<file path="src/rtl/mem_pkg.sv">
// Shared definitions for the register-file memory and its request controller.
//   MEM_DATA_W : default memory data width
//   MEM_ADDR_W : default memory address width (4 entries)
//   LAT_CNT_W  : width of the read-latency counter (covers RD_LAT up to 7)
//   mem_ctrl_state_t : controller state encoding
package mem_pkg;

   localparam int unsigned MEM_DATA_W = 8;
   localparam int unsigned MEM_ADDR_W = 2;
   localparam int unsigned LAT_CNT_W  = 3;

   typedef enum logic [1:0] {
      IDLE,
      WRITE,
      RWAIT,
      RESP
   } mem_ctrl_state_t;

endpackage

</file>
<file path="src/rtl/mem_req_ctrl.sv">
// Initiator-side controller for the synchronous register-file memory.
// Accepts one read or write request at a time over a valid/ready handshake.
// It drives the memory strobes, addresses and write data, and waits out the
// read latency. Read data is returned over a valid/ready response channel.
//
// Ports:
//   clk, rst                      clock (rising edge), async active-high reset
//   req_valid/req_ready           request handshake
//   req_we, req_addr, req_wdata   request fields, sampled only at accept
//   rsp_valid/rsp_ready           read response handshake
//   rsp_rdata                     read data, stable while rsp_valid is high
//   mem_wr, mem_rd                memory strobes, one cycle each
//   mem_waddr, mem_raddr, mem_din memory address/data pins, held when unused
//   mem_dout                      memory read data
module mem_req_ctrl
   import mem_pkg::*;
#(
   parameter int unsigned DATA_W = MEM_DATA_W,
   parameter int unsigned ADDR_W = MEM_ADDR_W,
   parameter int unsigned RD_LAT = 1
) (
   input  logic              clk,
   input  logic              rst,
   input  logic              req_valid,
   output logic              req_ready,
   input  logic              req_we,
   input  logic [ADDR_W-1:0] req_addr,
   input  logic [DATA_W-1:0] req_wdata,
   output logic              rsp_valid,
   input  logic              rsp_ready,
   output logic [DATA_W-1:0] rsp_rdata,
   output logic              mem_wr,
   output logic              mem_rd,
   output logic [ADDR_W-1:0] mem_waddr,
   output logic [ADDR_W-1:0] mem_raddr,
   output logic [DATA_W-1:0] mem_din,
   input  logic [DATA_W-1:0] mem_dout
);

   if (RD_LAT < 1 || RD_LAT > 7) begin : g_bad_rd_lat
      $error("mem_req_ctrl: RD_LAT must be in 1..7");
   end

   mem_ctrl_state_t        state, state_nxt;
   logic [LAT_CNT_W-1:0]   lat_cnt, lat_cnt_nxt;
   logic                   mem_wr_nxt, mem_rd_nxt, rsp_valid_nxt;
   logic [ADDR_W-1:0]      mem_waddr_nxt, mem_raddr_nxt;
   logic [DATA_W-1:0]      mem_din_nxt, rsp_rdata_nxt;

   // The state register is reset asynchronously, so req_ready is low while
   // rst is high.
   assign req_ready = (state == IDLE) && !rst;

   always_ff @(posedge clk or posedge rst) begin
      if (rst) begin
         state     <= IDLE;
         lat_cnt   <= '0;
         mem_wr    <= 1'b0;
         mem_rd    <= 1'b0;
         mem_waddr <= '0;
         mem_raddr <= '0;
         mem_din   <= '0;
         rsp_valid <= 1'b0;
         rsp_rdata <= '0;
      end else begin
         state     <= state_nxt;
         lat_cnt   <= lat_cnt_nxt;
         mem_wr    <= mem_wr_nxt;
         mem_rd    <= mem_rd_nxt;
         mem_waddr <= mem_waddr_nxt;
         mem_raddr <= mem_raddr_nxt;
         mem_din   <= mem_din_nxt;
         rsp_valid <= rsp_valid_nxt;
         rsp_rdata <= rsp_rdata_nxt;
      end
   end

   always_comb begin
      state_nxt     = state;
      lat_cnt_nxt   = lat_cnt;
      mem_wr_nxt    = mem_wr;
      mem_rd_nxt    = mem_rd;
      mem_waddr_nxt = mem_waddr;
      mem_raddr_nxt = mem_raddr;
      mem_din_nxt   = mem_din;
      rsp_valid_nxt = rsp_valid;
      rsp_rdata_nxt = rsp_rdata;

      case (state)
         IDLE: begin
            if (req_valid) begin
               if (req_we) begin
                  mem_waddr_nxt = req_addr;
                  mem_din_nxt   = req_wdata;
                  mem_wr_nxt    = 1'b1;
                  state_nxt     = WRITE;
               end else begin
                  mem_raddr_nxt = req_addr;
                  mem_rd_nxt    = 1'b1;
                  lat_cnt_nxt   = LAT_CNT_W'(RD_LAT);
                  state_nxt     = RWAIT;
               end
            end
         end

         WRITE: begin
            mem_wr_nxt = 1'b0;
            state_nxt  = IDLE;
         end

         RWAIT: begin
            mem_rd_nxt = 1'b0;
            // The counter reaches zero after RD_LAT cycles. The memory
            // has sampled mem_rd by then and mem_dout is valid, so the
            // capture lands RD_LAT+1 cycles after accept. An RD_LAT of 7
            // still fits in the 3-bit counter.
            if (lat_cnt == '0) begin
               rsp_rdata_nxt = mem_dout;
               rsp_valid_nxt = 1'b1;
               state_nxt     = RESP;
            end else begin
               lat_cnt_nxt = lat_cnt - LAT_CNT_W'(1);
            end
         end

         RESP: begin
            if (rsp_ready) begin
               rsp_valid_nxt = 1'b0;
               state_nxt     = IDLE;
            end
         end

         default: state_nxt = IDLE;
      endcase
   end

endmodule
</file>
<file path="config.mk">
export PLATFORM = sky130hd
export DESIGN_NAME = mem_req_ctrl
export DESIGN_NICKNAME = d
export VERILOG_FILES = /design/src/rtl/mem_pkg.sv /design/src/rtl/mem_req_ctrl.sv
export SDC_FILE = /design/constraint.sdc
export NUM_CORES = 1
export LEC_CHECK = 0
export CAP_MARGIN = 40
export CELL_PAD_IN_SITES_DETAIL_PLACEMENT = 1
export CELL_PAD_IN_SITES_GLOBAL_PLACEMENT = 2
export CORE_MARGIN = 5
export CORE_UTILIZATION = 29
export DETAILED_ROUTE_END_ITERATION = 10
export GPL_TIMING_DRIVEN = 0
export PLACE_DENSITY_LB_ADDON = 0.1
export SYNTH_ARGS = -nofsm -noshare
export SYNTH_HDL_FRONTEND = slang
export SYNTH_SLANG_ARGS = --single-unit
</file>
<file path="constraint.sdc">
create_clock -name clk -period 2.48 [get_ports clk]
set_clock_uncertainty 0.15 [all_clocks]
set_input_delay 0.248 -clock clk [delete_from_list [all_inputs] [get_ports clk]]
set_output_delay 0.248 -clock clk [all_outputs]
set_load 0.02 [all_outputs]
</file>
==> flow_metrics.py <==
metrics = {
    "sta": {
        "worstMarginPinSlew_ns": 0.575,
        "min_period_ns": 2.14,
        "clock.fmax_mhz": 468,
        "tns_ns": 0,
        "slew_violations": 0,
        "rsz0062_at_grt": "false",
        "hold_viol_final": 0,
        "maxSlewHeadroom_pct": 61.6,
        "setup_viol": 0,
        "period_share_pct": 86.1,
        "fin_hold_ws_ns": 0.227,
        "fin_ws_ns": 0.344,
    },
    "global_routing": {
        "grt_pass1_vias": 1050,
        "grt_use_total_pct": 12.0,
        "grt_max_degree": 17,
        "overflow": 0,
        "grt_pass1_wl_um": 5040,
        "antenna_found_initial": 0,
    },
    "pwr": {
        "leakage_nw": 0.765,
        "p_total_mw": 2.40,
        "pwr_density_cell_nw_per_um2": 1330,
        "irDropWorstVdd_uv": 429,
    },
    "finish": {
        "seq_area_sq_um": 701,
        "nets": 166,
        "multi_input_comb_area_sq_um": 438,
        "drive_gt1_share_pct": 23.6,
        "postLayoutCoreUtil_pct": 45.5,
        "num_antenna_cells": 0,
        "fill_cells": 423,
        "area_growth_pct": 52.4,
    },
    "clock_network": {
        "cts_setup_buffers": 0,
        "clkTransAtPathRegs_ns": 0.10,
        "clkLatencyLatePin_ns": 0.27,
        "cts_buffers": 3,
        "cts_resized": 0,
        "cts_buffer_depth": 2,
        "htreeDepth": 1,
        "ctsRootBufferMaster": "clkbuf_8",
        "cts_tree": "done",
        "hold_buffers": 0,
        "cts_num_sinks": 28,
    },
    "synthesis": {
        "synth_nets": 114,
        "yosys_warnings": 0,
        "ys_types": 22,
        "synth_seq_cells": 28,
        "syn_area_sq_um": 1190,
        "seq_area_frac_synth_pct": 59.1,
        "synth_area_per_cell_sq_um": 13.3,
        "synth_cells": 89,
    },
    "status": {
        "status": "completed",
    },
    "floorplan": {
        "initial_core_util_pct": 29.9,
        "die-area_sq_um": 5470,
        "placeableCoreArea_sq_um": 3970,
        "die_x_um": 74.0,
        "fp-row-count": 23,
        "die_height_um": 74.0,
        "boundaryPins": 47,
    },
    "job": {
        "max_cap_violations": 0,
    },
    "routing": {
        "drt-vias-per-instance": 4.63,
        "first_iter_violations": 16,
        "drc": 0,
        "firstDrtPassIters": 2,
        "routed_wl_um": 2900,
        "ant_nets": 0,
        "wl_per_cell_um": 15.3,
        "vias": 879,
    },
    "critical_path": {
        "slowest_stage": "clkdlybuf4s50_1",
        "cp_slowest_stage_delay_ns": 0.65,
        "crit_chain": "buf_2, nor3_1, clkdlybuf4s50_1",
        "critPathCaptureType": "primary output",
        "r2r-start": "lat_cnt[0]$_DFFE_PP0P_",
        "timing.rr.end": "rsp_rdata[3]$_DFFE_PP0P_",
        "crit_type": "flip-flop to primary output",
        "rrSetupSlack_ns": 0.71,
        "worstSetupStartpointType": "flip-flop",
        "crit_fanout": 10,
        "cp.arrival_ns": 1.74,
        "r2r_cells": 6,
        "worstPathRequired_ns": 2.08,
    },
    "placed_design": {
        "dp_hpwl_um": 2280,
        "dp_slack_ns": 0.613,
        "globalplace.congestion": 0.671,
        "port_buffers": 46,
    },
    "min_path": {
        "hp-class": "input pin to async pin",
    },
}
how the worst max path moves through the flow:
stage                           start                  endpoint  slack [ns]
4_1_cts          state[0]$_DFFE_PP0P_                 req_ready        0.32
3_5_place_dp                      rst                 req_ready        0.61
3_3_place_gp                      rst                 req_ready        0.63
6_report         state[0]$_DFFE_PP0P_                 req_ready        0.34
2_1_floorplan  lat_cnt[0]$_DFFE_PP0P_  rsp_rdata[0]$_DFFE_PP0P_        0.84
5_1_grt          state[0]$_DFFE_PP0P_                 req_ready        0.24
cells in the final DEF, fill, tap and decap left out, drive strengths merged, types with 2 or more instances in the layout:
master	count
clkdlybuf4s50	46
dfrtp	28
mux2	20
inv	6
a21oi	5
nand2	5
nor3	5
buf	5
clkbuf	3
nand2b	2
o2bb2ai	2
ha	2
per-layer routing:
layer | global-route usage [%] | vias to the layer above | part of all wire [%]
li1 | - | 412 | -
met1 | 14.0 | 435 | 40
met2 | 21.5 | 30 | 52
met3 | 3.78 | 2 | 8.0
met4 | 3.02 | 0 | 0.34
met5 | 0 | - | 0
cell type report:
class	instances	area share, %
Timing Repair Buffer	47	27.0
Clock inverter	1	1.66
Clock buffer	3	2.28
Sequential cell	28	38.8
Inverter	6	1.25
Buffer	4	1.38
Multi-Input combinational cell	51	24.2
Tap cell	50	3.46
flip-flops by register name (all words and copies together) (netlist names):
register,flops
mem_waddr,2
rsp_valid,1
state,2
mem_rd,1
mem_din,8
lat_cnt,3
mem_wr,1
rsp_rdata,8
mem_raddr,2
worst max-delay path: cells and delay by family, from the launching register on:
| kind | cells | cell delay [ns] |
|---|---|---|
| buffers and inverters | 2 | 0.85 |
| flip-flops | 1 | 0.42 |
| AND/OR/NAND/NOR | 1 | 0.21 |
report_power, final:
part           internal (mW)  leakage (nW)  total, mW  switching, mW
logic                  0.634         0.398       1.23          0.592
clock network          0.216        0.0357      0.357          0.141
registers              0.684         0.331      0.815          0.130
logic make-up (layout without fill, tap and decap cells):
logic type	Yosys count	in the layout	share of synthesized area, %
AOI/OAI and AO/OA	13	13	7.28
adders and majority gates	2	2	2.11
buffers and inverters	10	61	4.01
DFF	28	28	59.1
muxes	20	20	19.0
and+or+nand+nor	16	16	8.54
through the flow:
stage	area [sq um]	std cells
finish	1810	190
global route	1810	190
CTS	1810	190
detailed placement	1740	186
global placement	1710	185
floorplan	1190	89
cell usage after synthesis (all sizes together):
master | number | area share [%]
inv | 6 | 1.9
o21ai | 1 | 0.42
o32ai | 1 | 0.74
or2 | 1 | 0.53
buf | 4 | 2.1
a31oi | 1 | 0.53
nand3 | 1 | 1.5
nor2 | 1 | 0.32
nand3b | 1 | 0.63
a22oi | 1 | 0.63
a21o | 1 | 0.63
mux2 | 20 | 19
dfrtp | 28 | 59
a21oi | 5 | 2.1
nand2b | 2 | 1.1
nand2 | 5 | 1.6
o2bb2ai | 2 | 1.5
a2bb2oi | 1 | 0.74
nor3 | 5 | 3.0
ha | 2 | 2.1
(Power assumes the default switching activity.)
==> variant 1 (same settings) <==
The 4 states of `mem_ctrl_state_t` get a one-hot encoding in 4 bits.
--- a/src/rtl/mem_pkg.sv
+++ b/src/rtl/mem_pkg.sv
@@ -11,7 +11,7 @@
 
-   typedef enum logic [1:0] {
-      IDLE,
-      WRITE,
-      RWAIT,
-      RESP
+   typedef enum logic [3:0] {
+      IDLE  = 4'b0001,
+      WRITE = 4'b0010,
+      RWAIT = 4'b0100,
+      RESP  = 4'b1000
    } mem_ctrl_state_t;
Function: no difference found for any inputs over 10 cycles, from zero or initial values and one cycle with rst high; not proved beyond that.
==> variant 1 against the original RTL <==
  * Sequential cell count grew 2
  * Utilization down 1.3 points
  * Area after synthesis grew 5.8%
  * Routed wire length grew 1.8%
  * Total power down 13%
  * Combinational power down 25%
  * Register-to-register slack worse by 0.16 ns
  * Design area increased by 4.2%
  * Final cell count grew 3.2%
  * Setup slack worse by 0.23 ns
  * Highest routed layer unchanged
==> variant 1: results (changes against the original RTL) <==
{| class="wikitable"
! Metric !! Value
|-
| Clock transition at path regs || 0.06 ns (-0.04 ns)
|-
| Reg-to-reg critical path startpoint || state[0]$_DFFE_PP1P_
|-
| Arrival time reported for the critical path endpoint || 1.96 ns (+0.22 ns)
|-
| Placed wire-length estimate || 2270 um (-0.44%)
|-
| Run status || complete, no violations
|-
| Via count of the first global-routing pass || 1053 (+0.29%)
|-
| Post-synthesis net count || 115 (+0.88%)
|-
| Global-route met2 utilization || 18.3% (-3.1 points)
|-
| Routing usage on met3 || 5.15% (+1.4 points)
|-
| Maximum fanout count along the critical path || 8 (-2)
|-
| Worst setup timing slack at the placement stage || 0.165 ns (-0.448 ns)
|-
| Met1 GRT Util || 13.2% (-0.77 points)
|-
| Total instance count after detailed placement || 189 (+1.6%)
|-
| Distinct cell type count after synthesis || 28 (+27%)
|-
| Placed cell areas || 1810 um^2 (+4.1%)
|-
| Relative slew slack || 65.1% (+3.5 points)
|-
| Final standard cell count with taps included and fillers excluded || 196 (+3.2%)
|-
| Largest vdd supply drop || 0.517 mV (+21%)
|-
| Setup slack, reg-to-reg || 0.55 ns (-0.16 ns)
|-
| Inserted Clock Buffers || 5 (+2)
|-
| Wire length after detailed routing || 2950 um (+1.8%)
|-
| Commonest cells post-synth || 29 x sky130_fd_sc_hd__dfrtp_1, 12 x sky130_fd_sc_hd__mux2_2, 9 x sky130_fd_sc_hd__inv_1, 8 x sky130_fd_sc_hd__mux2_1, 3 x sky130_fd_sc_hd__nand2b_1
|-
| Final period utilization || 95.2% (+9.1 points)
|-
| DR WL met3 || 226 um (-2.2%)
|-
| Wire length on met2 || 1480 um (-1.6%)
|-
| Met1 wire length || 1190 um (+3.1%)
|-
| Share of layout cells above drive strength 1 || 16.7% (-6.9 points)
|-
| Leading registers by flop count || mem_din (8), rsp_rdata (8), state (4)
|-
| Dominant cells by area after synthesis || sky130_fd_sc_hd__dfrtp_1 58%, sky130_fd_sc_hd__mux2_2 11%, sky130_fd_sc_hd__mux2_1 7.2%
|}
## variant 1: cell count changes after synthesis, moves of 2 or more
cell,delta
sky130_fd_sc_hd__mux2_2,-8
sky130_fd_sc_hd__o21bai_1,+2
sky130_fd_sc_hd__nor3_1,-2
sky130_fd_sc_hd__nand2_1,-4
sky130_fd_sc_hd__nor3_2,-2
sky130_fd_sc_hd__nand3_1,+2
sky130_fd_sc_hd__buf_4,-2
sky130_fd_sc_hd__mux2_1,+8
sky130_fd_sc_hd__a21oi_1,-3
sky130_fd_sc_hd__inv_1,+3
## variant 1: cell families after synthesis
logic type / synth area share (%)
compound gates: 6.78
buf+inv: 3.99
mux: 17.9
fa+ha+maj: 1.99
simple gates: 9.37
flops: 59.9
## variant 1: worst min-delay path by stage
| stage | startpoint | endpoint | slack [ns] | cells after the start |
|---|---|---|---|---|
| 2_1_floorplan | rst | lat_cnt[0]$_DFFE_PP0P_ | 0.19 | 1 |
| 3_3_place_gp | mem_din[1]$_DFFE_PP0P_ | mem_din[1]$_DFFE_PP0P_ | 0.32 | 1 |
| 3_5_place_dp | mem_din[6]$_DFFE_PP0P_ | mem_din[6]$_DFFE_PP0P_ | 0.33 | 1 |
| 4_1_cts | rst | mem_din[3]$_DFFE_PP0P_ | 0.16 | 2 |
| 5_1_grt | rst | mem_din[3]$_DFFE_PP0P_ | 0.22 | 2 |
| 6_report | rst | mem_din[3]$_DFFE_PP0P_ | 0.16 | 2 |
## variant 1: power breakdown
part,internal [mW],switching [mW]
logic,0.495,0.425
clock network,0.193,0.168
registers,0.687,0.121
## variant 1: cell type report
type,instances,area [um^2]
flip-flops and latches,30,752
repair buffers,47,488
multi-input cells,49,453
fillers,451,2380
inverters,9,33.8
well taps,52,65.1
clock buffers,7,76.3
plain buffers,2,16.3
==> variant 2 (same settings) <==
Made on the original files. Change the package constant `LAT_CNT_W` from 3 to 2.
--- a/src/rtl/mem_pkg.sv
+++ b/src/rtl/mem_pkg.sv
@@ -9,3 +9,3 @@
    localparam int unsigned MEM_ADDR_W = 2;
-   localparam int unsigned LAT_CNT_W  = 3;
+   localparam int unsigned LAT_CNT_W  = 2;
 
Function: no difference found for any inputs over 10 cycles, from zero or initial values and one cycle with rst high; that may be too few to reach the edited logic, so the function may still have changed.
==> variant 2 against the original RTL <==
  * Count of clock-buffer cells in the layout unchanged
  * Total power shrank 8.9%
  * Area after synthesis decreased by 5.5%
  * Maximum frequency increased by 1.8%
  * Routed wire length is 11% lower
  * Setup slack better by 0.039 ns
  * Sequential power shrank 5.4%
  * Design area down 5.8%
  * Sequential cell count down 1
  * Critical path type unchanged
==> variant 2: results (changes against the original RTL) <==
{| class="wikitable"
! Metric !! Value
|-
| Run status || complete, no violations
|-
| Setup slack, reg-to-reg || 0.83 ns (+0.12 ns)
|-
| Share of layout cells above drive strength 1 || 23.7% (+0.093 points)
|-
| Dominant cells by area after synthesis || sky130_fd_sc_hd__dfrtp_1 60%, sky130_fd_sc_hd__mux2_2 20%, sky130_fd_sc_hd__nor4bb_4 2.2%
|-
| Leading registers by flop count || mem_din (8), rsp_rdata (8)
|-
| Post-synthesis net count || 104 (-8.8%)
|-
| Commonest cells post-synth || 27 x sky130_fd_sc_hd__dfrtp_1, 20 x sky130_fd_sc_hd__mux2_2, 6 x sky130_fd_sc_hd__inv_1, 4 x sky130_fd_sc_hd__a21oi_1
|-
| Count of nets after finishing || 156 (-6.0%)
|-
| Largest net degree at the start of global routing || 16 (-1)
|-
| Initial DRT Pass Iterations || 4 (+2)
|-
| Vias after detailed routing || 820 (-6.7%)
|-
| Distinct cell type count after synthesis || 20 (-9.1%)
|-
| Most instantiated flip-flop cell in the synthesis netlist || sky130_fd_sc_hd__dfrtp_1
|-
| Number of cells on the worst reg-to-reg path || 4 (-2)
|-
| First DRT Iteration DRCs || 53 (+37)
|-
| Worst reg2reg endpoint || mem_din[6]$_DFFE_PP0P_
|-
| Global placement routability congestion || 0.679 (+1.2%)
|-
| Placed wire-length estimate || 2030 um (-11%)
|-
| All-Layer GR Usage || 10.7% (-1.3 points)
|-
| Reg-to-reg critical path startpoint || state[1]$_DFFE_PP0P_
|-
| Via count of the first global-routing pass || 914 (-13%)
|-
| Critical path capture point || req_ready
|-
| Wire length of the first global-routing pass || 4370 um (-13%)
|-
| Share of synthesized area occupied by flip-flops and latches || 60.3% (+1.2 points)
|-
| Largest vdd supply drop || 0.501 mV (+17%)
|-
| Wire length after detailed routing || 2580 um (-11%)
|-
| Synthesized area divided by synthesized cell count || 14.0 um^2 (+5.1%)
|-
| Pin slew with the least headroom to its limit || 0.558 ns (-0.0170 ns)
|-
| Largest incremental delay on the critical path || 0.63 ns (-0.02 ns)
|-
| Leakage Power || 0.726 nW (-5.1%)
|}
variant 2: worst min-delay path by stage:
| stage | start | to | slack (ns) | depth (start not counted) |
|---|---|---|---|---|
| after global routing | rst | state[0]$_DFFE_PP0P_ | 0.28 | 2 |
| final | rst | state[0]$_DFFE_PP0P_ | 0.21 | 2 |
| after CTS | rst | state[0]$_DFFE_PP0P_ | 0.23 | 2 |
| after detailed placement | rsp_rdata[3]$_DFFE_PP0P_ | rsp_rdata[3]$_DFFE_PP0P_ | 0.35 | 1 |
| after floorplan | rst | lat_cnt[0]$_DFFE_PP0P_ | 0.15 | 1 |
| after global placement | rsp_rdata[2]$_DFFE_PP0P_ | rsp_rdata[2]$_DFFE_PP0P_ | 0.34 | 1 |
variant 2: area by class of cell:
type	count	area, um^2
multi-input combinational	44	395
clock buffer	3	41.3
timing repair buffer	47	475
tap	48	60.1
sequential	27	676
inverter	6	22.5
fill	387	2010
clock inverter	1	5.00
buffer	3	27.5
variant 2: report_power, final:
group	switching (mW)	internal (mW)	total [mW]	leakage, nW
registers	0.112	0.659	0.771	0.320
logic	0.557	0.610	1.17	0.380
clock network	0.134	0.112	0.247	0.0255
total	0.803	1.38	2.18	0.726
variant 2: cell families after synthesis:
logic type,after synthesis,synth area share (%)
DFF,27,60.3
muxes,20,20.1
AOI/OAI and AO/OA,13,7.25
and+or+nand+nor,10,6.81
buffers and inverters,9,4.46
adders and majority gates,1,1.12
variant 2: worst max-delay path, delay by kind of cell (launching register included):
kind | cells | cell delay (ns)
buffers and inverters | 2 | 0.83
DFF | 1 | 0.41
and+or+nand+nor | 1 | 0.20
variant 2: stage by stage:
| stage | setup WS, ns | cell area [um^2] | hold slack [ns] |
|---|---|---|---|
| finish | 0.382 | 1700 | 0.206 |
| global route | 0.325 | 1700 | 0.279 |
| CTS | 0.374 | 1700 | 0.232 |
| global placement | 0.571 | 1640 | 0.338 |
| detailed placement | 0.526 | 1660 | 0.347 |
| floorplan | 0.934 | 1120 | 0.151 |
variant 2: metal layers:
layer  up-vias  global-route usage [%]  wire length [um]
li1        383                       -                 -
met4         0                    3.13                23
met1       405                    13.0              1100
met3         4                    4.71               245
met2        28                    17.2              1220
met5         -                       0                 0
